[src/rtl/dadda_mul_pkg.sv]
// Shared types, widths and the round-robin pick function for the Dadda multiplier scheduler.
package dadda_mul_pkg;

  localparam int unsigned OP_W   = 6;
  localparam int unsigned PROD_W = 12;

  typedef enum logic [1:0] {
    IDLE = 2'd0,
    MUL  = 2'd1,
    RSP  = 2'd2
  } state_e;

  // One-hot pick of the first set bit of valid[n-1:0], searching upward from ptr with wrap.
  // Requires ptr < n and n in 1..8.
  function automatic logic [7:0] rr_pick(input logic [7:0] valid, input logic [2:0] ptr,
                                         input logic [3:0] n);
    logic [7:0] grant;
    logic       found;
    logic [3:0] idx;
    grant = '0;
    found = 1'b0;
    for (int i = 0; i < 8; i++) begin
      idx = 4'(ptr) + 4'(i);
      if (idx >= n) idx = idx - n;
      if ((4'(i) < n) && !found && valid[idx[2:0]]) begin
        grant[idx[2:0]] = 1'b1;
        found           = 1'b1;
      end
    end
    return grant;
  endfunction

endpackage

[src/rtl/rr_arbiter.sv]
// Round-robin arbiter: one-hot grant over req_valid starting at rr_ptr, gated by enable.
module rr_arbiter
  import dadda_mul_pkg::*;
#(
  parameter int unsigned NREQ = 4,
  parameter int unsigned ID_W = 2
) (
  input  logic [NREQ-1:0] req_valid,
  input  logic [ID_W-1:0] rr_ptr,
  input  logic            enable,
  output logic [NREQ-1:0] grant
);

  logic [7:0] valid_pad;
  logic [7:0] pick;

  // Pad the request vector to the fixed width of rr_pick and trim the result back.
  always_comb begin
    valid_pad             = '0;
    valid_pad[NREQ-1:0]   = req_valid;
    pick                  = rr_pick(valid_pad, 3'(rr_ptr), 4'(NREQ));
    grant                 = enable ? pick[NREQ-1:0] : '0;
  end

endmodule

[src/rtl/six_bit_dadda_mutliplier.sv]
// 6x6 unsigned Dadda multiplier: partial-product matrix reduced to heights 4, 3, 2 with
// half/full adders, then a final carry-propagate add of the two remaining rows.
module six_bit_dadda_mutliplier
  import dadda_mul_pkg::*;
(
  input  logic [OP_W-1:0]   a_i,
  input  logic [OP_W-1:0]   b_i,
  output logic [PROD_W-1:0] prod_o
);

  // Column compression; heights are data-independent so the loops unroll to a fixed tree.
  always_comb begin : reduce
    logic              m   [PROD_W][8];
    logic              n   [PROD_W][8];
    logic [3:0]        h   [PROD_W];
    logic [3:0]        nh  [PROD_W];
    logic [3:0]        p;
    logic [3:0]        d;
    logic [PROD_W-1:0] row0;
    logic [PROD_W-1:0] row1;

    for (int c = 0; c < PROD_W; c++) begin
      h[c]  = '0;
      nh[c] = '0;
      for (int k = 0; k < 8; k++) begin
        m[c][k] = 1'b0;
        n[c][k] = 1'b0;
      end
    end
    p = '0;
    d = '0;

    for (int i = 0; i < OP_W; i++) begin
      for (int j = 0; j < OP_W; j++) begin
        m[i+j][h[i+j][2:0]] = a_i[i] & b_i[j];
        h[i+j]              = h[i+j] + 4'd1;
      end
    end

    for (int s = 0; s < 3; s++) begin
      d = 4'd4 - 4'(s);
      for (int c = 0; c < PROD_W; c++) begin
        nh[c] = '0;
        for (int k = 0; k < 8; k++) n[c][k] = 1'b0;
      end
      for (int c = 0; c < PROD_W; c++) begin
        p = '0;
        // Carries already placed in n[c] count toward the column height.
        for (int r = 0; r < 3; r++) begin
          if ((h[c] - p) + nh[c] > d) begin
            if ((h[c] - p) + nh[c] - d == 4'd1) begin
              n[c][nh[c][2:0]] = m[c][p[2:0]] ^ m[c][p[2:0]+3'd1];
              nh[c]            = nh[c] + 4'd1;
              if (c < PROD_W - 1) begin
                n[c+1][nh[c+1][2:0]] = m[c][p[2:0]] & m[c][p[2:0]+3'd1];
                nh[c+1]              = nh[c+1] + 4'd1;
              end
              p = p + 4'd2;
            end else begin
              n[c][nh[c][2:0]] = m[c][p[2:0]] ^ m[c][p[2:0]+3'd1] ^ m[c][p[2:0]+3'd2];
              nh[c]            = nh[c] + 4'd1;
              if (c < PROD_W - 1) begin
                n[c+1][nh[c+1][2:0]] = (m[c][p[2:0]] & m[c][p[2:0]+3'd1]) |
                                       (m[c][p[2:0]] & m[c][p[2:0]+3'd2]) |
                                       (m[c][p[2:0]+3'd1] & m[c][p[2:0]+3'd2]);
                nh[c+1]              = nh[c+1] + 4'd1;
              end
              p = p + 4'd3;
            end
          end
        end
        for (int k = 0; k < 8; k++) begin
          if ((4'(k) >= p) && (4'(k) < h[c])) begin
            n[c][nh[c][2:0]] = m[c][k];
            nh[c]            = nh[c] + 4'd1;
          end
        end
      end
      for (int c = 0; c < PROD_W; c++) begin
        h[c] = nh[c];
        for (int k = 0; k < 8; k++) m[c][k] = n[c][k];
      end
    end

    for (int c = 0; c < PROD_W; c++) begin
      row0[c] = m[c][0];
      row1[c] = m[c][1];
    end
    prod_o = row0 + row1;
  end

endmodule

[src/rtl/dadda_mul_scheduler.sv]
// Shares one 6x6 Dadda multiplier among NREQ requesters with round-robin arbitration and a
// single registered response channel. Define DADDA_MUL_SCHED_CHECK_EN to add the chk_err
// self-check output comparing the Dadda product with a behavioural multiply.
module dadda_mul_scheduler
  import dadda_mul_pkg::*;
#(
  parameter int unsigned NREQ = 4,
  parameter int unsigned ID_W = 2
) (
  input  logic                   clk,
  input  logic                   rst,
  input  logic [NREQ-1:0]        req_valid,
  input  logic [NREQ*OP_W-1:0]   req_a,
  input  logic [NREQ*OP_W-1:0]   req_b,
  output logic [NREQ-1:0]        req_ready,
  output logic                   rsp_valid,
  output logic [ID_W-1:0]        rsp_id,
  output logic [PROD_W-1:0]      rsp_prod,
  input  logic                   rsp_ready,
  output logic                   busy
`ifdef DADDA_MUL_SCHED_CHECK_EN
  ,
  output logic                   chk_err
`endif
);

  state_e            state_q, state_d;
  logic [ID_W-1:0]   rr_ptr_q, rr_ptr_d;
  logic [OP_W-1:0]   op_a_q, op_a_d, op_b_q, op_b_d;
  logic [ID_W-1:0]   op_id_q, op_id_d;
  logic [ID_W-1:0]   rsp_id_q, rsp_id_d;
  logic [PROD_W-1:0] rsp_prod_q, rsp_prod_d;
  logic [NREQ-1:0]   grant;
  logic [ID_W-1:0]   win_id;
  logic [PROD_W-1:0] mul_prod;

  rr_arbiter #(
    .NREQ (NREQ),
    .ID_W (ID_W)
  ) u_arb (
    .req_valid (req_valid),
    .rr_ptr    (rr_ptr_q),
    .enable    (state_q == IDLE),
    .grant     (grant)
  );

  six_bit_dadda_mutliplier u_mul (
    .a_i    (op_a_q),
    .b_i    (op_b_q),
    .prod_o (mul_prod)
  );

  // Encode the one-hot grant into the winner's index.
  always_comb begin
    win_id = '0;
    for (int i = 0; i < NREQ; i++) begin
      if (grant[i]) win_id = ID_W'(i);
    end
  end

  // FSM next state, operand capture and response update.
  always_comb begin
    state_d    = state_q;
    rr_ptr_d   = rr_ptr_q;
    op_a_d     = op_a_q;
    op_b_d     = op_b_q;
    op_id_d    = op_id_q;
    rsp_id_d   = rsp_id_q;
    rsp_prod_d = rsp_prod_q;
    unique case (state_q)
      IDLE: begin
        if (|grant) begin
          op_a_d   = req_a[OP_W*win_id +: OP_W];
          op_b_d   = req_b[OP_W*win_id +: OP_W];
          op_id_d  = win_id;
          rr_ptr_d = (win_id == ID_W'(NREQ - 1)) ? '0 : win_id + ID_W'(1);
          state_d  = MUL;
        end
      end
      MUL: begin
        rsp_prod_d = mul_prod;
        rsp_id_d   = op_id_q;
        state_d    = RSP;
      end
      RSP: begin
        if (rsp_ready) state_d = IDLE;
      end
      default: state_d = IDLE;
    endcase
  end

  // State and datapath registers, cleared asynchronously.
  always_ff @(posedge clk or posedge rst) begin
    if (rst) begin
      state_q    <= IDLE;
      rr_ptr_q   <= '0;
      op_a_q     <= '0;
      op_b_q     <= '0;
      op_id_q    <= '0;
      rsp_id_q   <= '0;
      rsp_prod_q <= '0;
    end else begin
      state_q    <= state_d;
      rr_ptr_q   <= rr_ptr_d;
      op_a_q     <= op_a_d;
      op_b_q     <= op_b_d;
      op_id_q    <= op_id_d;
      rsp_id_q   <= rsp_id_d;
      rsp_prod_q <= rsp_prod_d;
    end
  end

  // Outputs decoded from registered state only (req_ready is the combinational grant).
  always_comb begin
    req_ready = grant;
    rsp_valid = (state_q == RSP);
    busy      = (state_q != IDLE);
    rsp_id    = rsp_id_q;
    rsp_prod  = rsp_prod_q;
  end

`ifdef DADDA_MUL_SCHED_CHECK_EN
  logic chk_err_q, chk_err_d;

  // Sticky flag when the tree disagrees with a plain multiply.
  always_comb begin
    chk_err_d = chk_err_q;
    if ((state_q == MUL) && (mul_prod != ({6'b0, op_a_q} * {6'b0, op_b_q}))) chk_err_d = 1'b1;
  end

  // Error flag register.
  always_ff @(posedge clk or posedge rst) begin
    if (rst) chk_err_q <= 1'b0;
    else     chk_err_q <= chk_err_d;
  end

  assign chk_err = chk_err_q;
`endif

endmodule

[config.mk]
export PLATFORM = sky130hd
export DESIGN_NAME = dadda_mul_scheduler
export DESIGN_NICKNAME = d
export VERILOG_FILES = /design/src/rtl/dadda_mul_pkg.sv /design/src/rtl/rr_arbiter.sv /design/src/rtl/six_bit_dadda_mutliplier.sv /design/src/rtl/dadda_mul_scheduler.sv
export SDC_FILE = /design/constraint.sdc
export NUM_CORES = 1
export LEC_CHECK = 0
export CAP_MARGIN = 20
export CORE_ASPECT_RATIO = 0.9
export CORE_UTILIZATION = 35
export CTS_CLUSTER_SIZE = 24
export DETAILED_ROUTE_END_ITERATION = 10
export HOLD_SLACK_MARGIN = 0.1
export PLACE_DENSITY = 0.72
export SETUP_SLACK_MARGIN = 0.2
export SYNTH_ARGS = -nofsm -noshare
export SYNTH_HDL_FRONTEND = slang
export SYNTH_SLANG_ARGS = --single-unit
export TNS_END_PERCENT = 30
[constraint.sdc]
create_clock -name clk -period 11.09 [get_ports clk]
set_clock_uncertainty 0.05 [all_clocks]
set_input_delay 2.218 -clock clk [delete_from_list [all_inputs] [get_ports clk]]
set_output_delay 2.218 -clock clk [all_outputs]
set_load 0.02 [all_outputs]
Word level (Yosys, flattened, before mapping)

Index checks and enable logic that the tools add are counted.

Flip-flop bits (word level): 32
Bits in latches: 0
RAM bits: 0
Memory bits (read-only): 0
Input bits: 55
Output and inout port bits: 20
Logic and storage cells: 240
Memories kept: 0

Add/sub/neg operators: 9
Multiply operators: 1
Div/mod/pow operators: 0
$lt $le $gt $ge: 12
Eq/ne operators: 5
Shifts and indexed selects: 2
Mux-type cells: 35
Bitwise operators: 154
Reductions and logical operators: 15

Operators with widths:

| cell                  | count |
|---|---|
| $and A1 B1 Y1         | 86 |
| $shiftx A24 B6 Y6     | 2 |
| $xor A1 B1 Y1         | 35 |
| $or A1 B1 Y1          | 30 |
| $mux W4               | 5 |
| $lt A3 B4 Y1 const B  | 4 |
| $add A11 B11 Y12      | 1 |
| $bmux W1 S3           | 4 |
| $demux W1 S3          | 4 |
| $ge A3 B1 Y1 const B  | 4 |
| $ge A4 B3 Y1 const B  | 3 |
| $mux W1               | 12 |
| $mux W3               | 4 |
| $or A4 B4 Y4          | 3 |
| $mux W2               | 5 |
| $sub A3 B3 Y3 const B | 3 |
| $logic_and A1 B1 Y1   | 7 |
| $add A2 B2 Y3 const B | 2 |
| $pmux W2 S3           | 1 |
| $eq A2 B2 Y1 const B  | 2 |
| $mul A2 B2 Y4 const A | 1 |
| $reduce_and A2 Y1     | 2 |
| $reduce_or A4 Y1      | 1 |
| $add A2 B1 Y3 const B | 1 |
| other kinds (9)       | 11 |

Logic depth before layout (Yosys ltp)

Gate-level depths: netlist of the first run.

Word-level depth: 20
Depth in mapped cells: 13

Hierarchy

A second synthesis of the first run with hierarchy kept.

Cells, all modules: 301
Area, all modules: 3,036.7 um^2

By module, submodules not included:

| module                   | instances | cells an instance | area an instance (um^2) |
|---|---|---|---|
| dadda_mul_scheduler      | 1         | 130               | 1,559.0 |
| six_bit_dadda_mutliplier | 1         | 117               | 1,017.2 |
| rr_arbiter               | 1         | 54                | 460.4 |

Worst setup path after synthesis of the first run

Ideal clock, no wire load.

Path type: input port to output port
Start: in req_valid[2]
End: out req_ready[3]
Arrival time: 3,876 ps
Required time: 8,822 ps
Path slack: 4,946 ps
Stages on the path: 6
Buffers on the path: 1
Cells stage by stage: mux4_2 -> a31o_1 -> a31oi_1 -> a211o_1 -> clkbuf_1 -> inv_1

Word-level cells in the longest chain between the ends: 13
Elaborated cells between the ends (all ways): 25

RTL lines:

| item                          | RTL line                  | RTL |
|---|---|---|
| start: declaration            | dadda_mul_scheduler.sv:12 | `input logic [NREQ-1:0] req_valid,` |
| $bmux W1 S3                   | dadda_mul_pkg.sv:25       | `if ((4'(i) < n) && !found && valid[idx[2:0]]) begin` |
| $mux W1 (not written as such) | dadda_mul_pkg.sv:25       |  |
| $mux W1                       | dadda_mul_pkg.sv:25       |  |
| $logic_not A1 Y1              | dadda_mul_pkg.sv:25       |  |
| $logic_and A1 B1 Y1           | dadda_mul_pkg.sv:25       |  |
| $mux W1                       | dadda_mul_pkg.sv:25       |  |
| $logic_not A1 Y1              | dadda_mul_pkg.sv:25       |  |
| $logic_and A1 B1 Y1           | dadda_mul_pkg.sv:25       |  |
| $mux W1                       | dadda_mul_pkg.sv:25       |  |
| $logic_not A1 Y1              | dadda_mul_pkg.sv:25       |  |
| $logic_and A1 B1 Y1           | dadda_mul_pkg.sv:25       |  |
| $mux W4 (*)                   | dadda_mul_pkg.sv:25       |  |
| $mux W4 (*)                   | rr_arbiter.sv:22          | `grant = enable ? pick[NREQ-1:0] : '0;` |
| end: declaration              | dadda_mul_scheduler.sv:15 | `output logic [NREQ-1:0] req_ready,` |

Every way passes the cells marked *; elsewhere a longest branch is shown, timed or not. The select of a mux whose other input is x is not followed.

Worst setup path in the final report of the first run

Start: in req_valid[0]
End: out req_ready[3]

Same word-level chain as after synthesis.

==> metrics.yaml, run 1 <==
cts_tree: "built"
io_buffers: 74
setup_viol_count_final: 0
fp.dieH_microns: 91.1
ctsLongestPathBuffers: 2
final-hold-violation-count: 0
synth.cell_area_sq_mm: 0.00308
finalNetCount: 502
ys_seq_area_share_pct: 26.0
initial_core_util_pct: 36.0
vias_per_cell: 5.23
setup_tns_ns: 0
grt_pass1_vias: 2830
cts_resized: 0
crit_type: "input port to output pin"
htreeDepth: 2
worstPathArrival_ns: 4.94
drc: 0
slew_viol_final: 0
hold_start: "rsp_prod[1]"
tightest_slew_ns: 0.762
endpoint_kind: "output pin"
insertion_delay_ns: 0.29
dieWidth_microns: 101
placed_cell_area_sq_mm: 0.00393
reg2reg_from: "rr_ptr_q[0]"
drt_iter0_markers: 159
max_freq_mhz: 139
synth_top_area_share_pct: 26.0
cts_inserted_buffers: 5
antenna_found_initial: 0
synth.distinct_cells: 53
rsz0062_at_grt: "no"
crit_path_start: "req_valid[0]"
synth_seq_cells: 32
hp-class: "flip-flop to flip-flop"
cap_violations: 0
yosys_warnings: 0
syn_area_per_cell_sq_um: 9.18
hpwlAfterDp_mm: 5.97
whs_ns: 0.420
relSlewSlack_pct: 49.0
critical_path.startpoint_type: "input port"
detail_route.first_pass.iterations: 4
place_congestion: 0.803
rows: 32
grt_max_degree: 33
num_vias: 2768
grt_first_pass_wirelength_mm: 13.3
dieArea_sq_mm: 0.00919
wire_per_inst_microns: 14.4
synth_nets: 429
worst-path-max-fanout: 14
postRouteAntennaNets: 0
cts_sinks: 32
yosys.area.top_type: "dfrtp_1"
syn_inst: 336
io_pins: 75
post-cts-setup-buffers: 0
nFillCells: 839
synth_area_leaders: "dfrtp_1, fa_1, ha_1, nand2_1, and2_1"
grt_util_all_layers_pct: 18.2
ctsHoldBuffers: 0
critical_path_required_ns: 8.82
antenna-diode-count: 0
core_sq_mm: 0.00857
drt-total-wl_mm: 7.60
status: "complete, no violations"
period_needed_ns: 7.21
fin_crit_sh_pct: 65.0
drive_gt1_share_pct: 5.61
root_buffer: "clkbuf_8"
clk_pin_slew_worst_paths_ns: 0.07
syn_to_final_growth_pct: 31.9
stdcell_area_sq_mm: 0.00407
grt_overflow_total: 0
[through the flow]
step / util, % / worst slack, ns / cells
final: 47.5 / 3.88 / 529
after global routing: 47.5 / 3.69 / 529
after CTS: 47.4 / 3.88 / 528
after detailed placement: 45.9 / 3.90 / 520
after global placement: 45.9 / 3.94 / 520
after floorplan: - / 4.95 / 336
[sequential cells by signal, summed over array words and instances (netlist names)]
signal / count
op_a_q: 6
op_b_q: 6
op_id_q: 2
rsp_id: 2
rr_ptr_q: 2
rsp_prod: 12
state_q: 2
[final timing paths]
check | slack [ns] | cells after the start | end
setup / recovery | 3.88 | 7 | req_ready[3]
hold / removal | 0.42 | 2 | rsp_prod[1]
min in group asynchronous | 2.27 | 3 | op_id_q[1]
max in group asynchronous | 8.42 | 3 | op_b_q[4]
hold reg to reg | 0.42 | 2 | rsp_prod[1]
setup reg to reg | 7.04 | 10 | op_b_q[2]
[cells in the mapped netlist (all sizes together)]
master	instances
o31ai	2
a32o	1
a211o	1
o41a	1
ha	22
nand3	5
a32oi	1
nor4b	2
o31a	2
mux4	3
nor2b	3
a21oi	12
o41ai	1
a211oi	16
o211a	4
dfrtp	32
or4	1
a21boi	9
o21a	1
a22o	1
and3	1
o21bai	5
mux2	2
a31o	2
o211ai	4
a2111o	2
a21o	5
nand2	48
and4	1
inv	27
nor2	11
buf	4
o21ai	22
clkbuf	7
mux2i	6
o2111ai	1
and2	27
nand4b	1
nand2b	5
xnor2	5
fa	16
o221ai	9
a31oi	1
nor3	1
nor3b	3
[cell usage in the layout (no fill, tap or decap), drive strengths merged, types with 3 or more instances in the layout]
| master | instances |
|---|---|
| nor2b | 3 |
| o21bai | 5 |
| a21oi | 12 |
| nor2 | 11 |
| ha | 22 |
| and2 | 27 |
| a211oi | 16 |
| o211a | 4 |
| buf | 3 |
| nor3b | 3 |
| mux4 | 3 |
| nand2 | 48 |
| clkbuf | 7 |
| a21o | 5 |
| mux2i | 6 |
| nand3 | 5 |
| o221ai | 9 |
| o21ai | 22 |
| dfrtp | 32 |
| o211ai | 4 |
| fa | 16 |
| xnor2 | 5 |
| clkdlybuf4s50 | 74 |
| a21boi | 9 |
| inv | 27 |
| nand2b | 5 |
[layout make-up]
| type | instances | area (sq um) | area share, % |
|---|---|---|---|
| Tap cell | 119 | 149 | 3.66 |
| Timing Repair Buffer | 77 | 763 | 18.8 |
| Multi-Input combinational cell | 266 | 2130 | 52.3 |
| Clock buffer | 7 | 96.3 | 2.37 |
| Inverter | 27 | 101 | 2.49 |
| Sequential cell | 32 | 801 | 19.7 |
| Clock inverter | 1 | 30.0 | 0.738 |
[layer usage]
layer,vias to the layer above,part of all wire (%),GRT usage (%),wire length (microns)
li1,1349,-,-,-
met1,1291,43,23.5,3290
met2,114,47,30.4,3590
met3,14,8.0,4.23,607
met4,0,1.4,4.95,109
met5,-,0,0,0
[cells by family after synthesis]
kind of cell	share of synthesized area (%)
simple gates	17.7
compound gates	25.6
mux	4.87
buf+inv	5.07
xor+xnor	1.42
flops	26.0
fa+ha+maj	19.3
[critical path, stage by stage]
cell and delay (ns):
clkdlybuf4s50_1 0.48, mux2_2 0.31, nor4b_1 0.49, o211ai_1 0.23, a211o_1 0.50, inv_1 0.12, clkdlybuf4s50_1 0.60
Power of run 1 is not shown: default switching activity piles up to over one toggle a cycle in this logic, so the estimate is an artifact.
==> run 2, diff against run 1 <==
--- a/config.mk
+++ b/config.mk
@@ -11,7 +11,7 @@
 export CTS_CLUSTER_SIZE = 24
 export DETAILED_ROUTE_END_ITERATION = 10
 export HOLD_SLACK_MARGIN = 0.1
-export PLACE_DENSITY = 0.72
+export PLACE_DENSITY = 0.74
 export SETUP_SLACK_MARGIN = 0.2
 export SYNTH_ARGS = -nofsm -noshare
 export SYNTH_HDL_FRONTEND = slang
==> constraint.sdc (replaced) <==
create_clock -name clk -period 6.5 [get_ports clk]
set_clock_uncertainty 0.05 [all_clocks]
set_input_delay 1.3 -clock clk [delete_from_list [all_inputs] [get_ports clk]]
set_output_delay 1.3 -clock clk [all_outputs]
set_load 0.02 [all_outputs]
==> run 2 against run 1 <==
  * Critical endpoint unchanged
  * Largest cell class unchanged
  * Design area decreased by 1.0%
  * Non-clock buffer count decreased by 1
  * Flip-flop and latch count unchanged
  * Global-route usage down 1.0 points
  * Core utilization is 0.48 points lower
  * Die area stayed put
  * Highest routed layer unchanged
  * Clock-buffer cell count decreased by 1
==> metrics.yaml, run 2 (same netlist as run 1, synthesis figures left out) <==
status: "complete, no violations"  # unchanged
root_buffer: "clkbuf_8"  # unchanged
cts_sinks: 32  # unchanged
rows: 32  # unchanged
grt_busiest_layer: "met2"  # unchanged
core_sq_mm: 0.00857  # unchanged
fp.dieH_microns: 91.1  # unchanged
critPathTopFamily: "buffers and inverters"  # unchanged
ctsLongestPathBuffers: 2  # unchanged
multi_input_comb_area_sq_mm: 0.00213  # unchanged
critical_path.startpoint_type: "input port"  # unchanged
cts_inserted_buffers: 5  # unchanged
io_buffers: 74  # unchanged
use_met2_pct: 26.4  # was 30.4%
layout_common_cells: "clkdlybuf4s50_1, nand2_1, dfrtp_1"  # unchanged
wire_per_inst_microns: 13.8  # was 14.4 microns
cts_resized: 0  # unchanged
setup_tns_ns: 0  # unchanged
final-hold-violation-count: 0  # unchanged
grt_util_all_layers_pct: 17.2  # was 18.2%
ctsHoldBuffers: 0  # unchanged
slew_viol_final: 0  # unchanged
critical_path_required_ns: 5.15  # was 8.82 ns
critical_path_buf_inv_count: 3  # unchanged
grt_overflow_total: 0  # unchanged
cts_tree: "built"  # unchanged
worst-path-max-fanout: 14  # unchanged
grt_use_met3_pct: 3.85  # was 4.23%
endpoint_kind: "output pin"  # unchanged
dieArea_sq_mm: 0.00919  # unchanged
final_common_cell: "clkdlybuf4s50_1"  # unchanged
critical_path.most_common_cell: "clkdlybuf4s50_1"  # unchanged
post-cts-setup-buffers: 0  # unchanged
initial_core_util_pct: 36.0  # unchanged
worstPathArrival_ns: 4.20  # was 4.94 ns
max_freq_mhz: 180
num_vias: 2741  # was 2,768
drt_iter0_markers: 103  # was 159
slowest_stage: "nor4b_1"  # was clkdlybuf4s50_1
insertion_delay_ns: 0.29  # about the same
grt_pass1_vias: 2732  # was 2,830
grt_first_pass_wirelength_mm: 12.5  # was 13.3 mm
io_pins: 75  # unchanged
htreeDepth: 2  # unchanged
finalNetCount: 501  # was 502
antenna_found_initial: 0  # unchanged
syn_to_final_growth_pct: 30.5  # was 31.9%
fin_util_pct: 47.0  # was 47.5%
postRouteAntennaNets: 0  # unchanged
nFillCells: 862  # was 839
use_met1_pct: 23.0  # was 23.5%
cp_cell_sequence: "clkdlybuf4s50_1 > mux2_2 > nor4b_1 > o211ai_1 > a211o_1 > inv_1 > clkdlybuf4s50_1"  # unchanged
max_stage_delay_ns: 0.62  # was 0.60 ns
grt_max_degree: 33  # unchanged
crit_type: "input port to output pin"  # unchanged
drive_gt1_share_pct: 5.38  # was 5.61%
whs_ns: 0.418  # was 0.420 ns
setup_viol_count_final: 0  # unchanged
drt-total-wl_mm: 7.29  # was 7.60 mm
tightest_slew_ns: 0.991  # was 0.762 ns
dieWidth_microns: 101  # unchanged
cap_violations: 0  # unchanged
fin_crit_sh_pct: 85.4
vias_per_cell: 5.19  # was 5.23
regArea_sq_um: 801  # unchanged
hpwlAfterDp_mm: 5.93  # was 5.97 mm
clk_pin_slew_worst_paths_ns: 0.07  # about the same
detail_route.first_pass.iterations: 4  # unchanged
largest_register_ffs: 12  # unchanged
relSlewSlack_pct: 34.0  # was 49.0%
drc: 0  # unchanged
antenna-diode-count: 0  # unchanged
place_congestion: 0.878  # was 0.803
rsz0062_at_grt: "no"  # unchanged
period_needed_ns: 5.55
hp-class: "flip-flop to flip-flop"  # unchanged
==> run 2: area by class of cell <==
type,count,area share (%)
flip-flops and latches,32,19.9
repair buffers,76,18.8
clock inverters,2,0.249
well taps,119,3.70
clock buffers,6,2.05
multi-input cells,266,52.8
inverters,27,2.52
==> run 2: path summary, 6_finish.rpt <==
kind / to / from / slack (ns) / cells past startpoint
max: req_ready[3] / req_valid[0] / 0.95 / 7
min in group asynchronous: rsp_prod[1] / rst / 1.34 / 3
max reg2reg: op_a_q[1] / rr_ptr_q[0] / 2.50 / 10
max in group asynchronous: op_b_q[3] / rst / 4.77 / 3
min reg2reg: rsp_prod[0] / rsp_prod[0] / 0.42 / 2
min: rsp_prod[0] / rsp_prod[0] / 0.42 / 2
==> run 2: worst register-to-register path: stages, from the launching register on <==
cell and delay, ns:
dfrtp_1 0.62, inv_1 0.17, ha_1 0.39, mux4_2 0.60, a22o_1 0.27, nor3b_2 0.28
o31ai_4 0.18, o41ai_4 0.78, inv_2 0.28, nor2_1 0.15, a211oi_1 0.05
==> run 2: layer usage <==
metal,up-vias,routed length (microns),part of all wire [%]
li1,1354,-,-
met1,1273,3440,47
met2,98,3210,44
met3,16,463,6.4
met4,0,179,2.5
met5,-,0,0
==> run 2: per-stage QoR <==
| step | instance area, sq um | setup WS [ns] | std cells |
|---|---|---|---|
| after floorplan | 3080 | 2.19 | 336 |
| after global placement | 3930 | 1.17 | 520 |
| after detailed placement | 3930 | 1.01 | 520 |
| after CTS | 4030 | 1.00 | 528 |
| after global routing | 4030 | 0.854 | 528 |
| final | 4030 | 0.946 | 528 |
Power of run 2 is left out for the same reason.
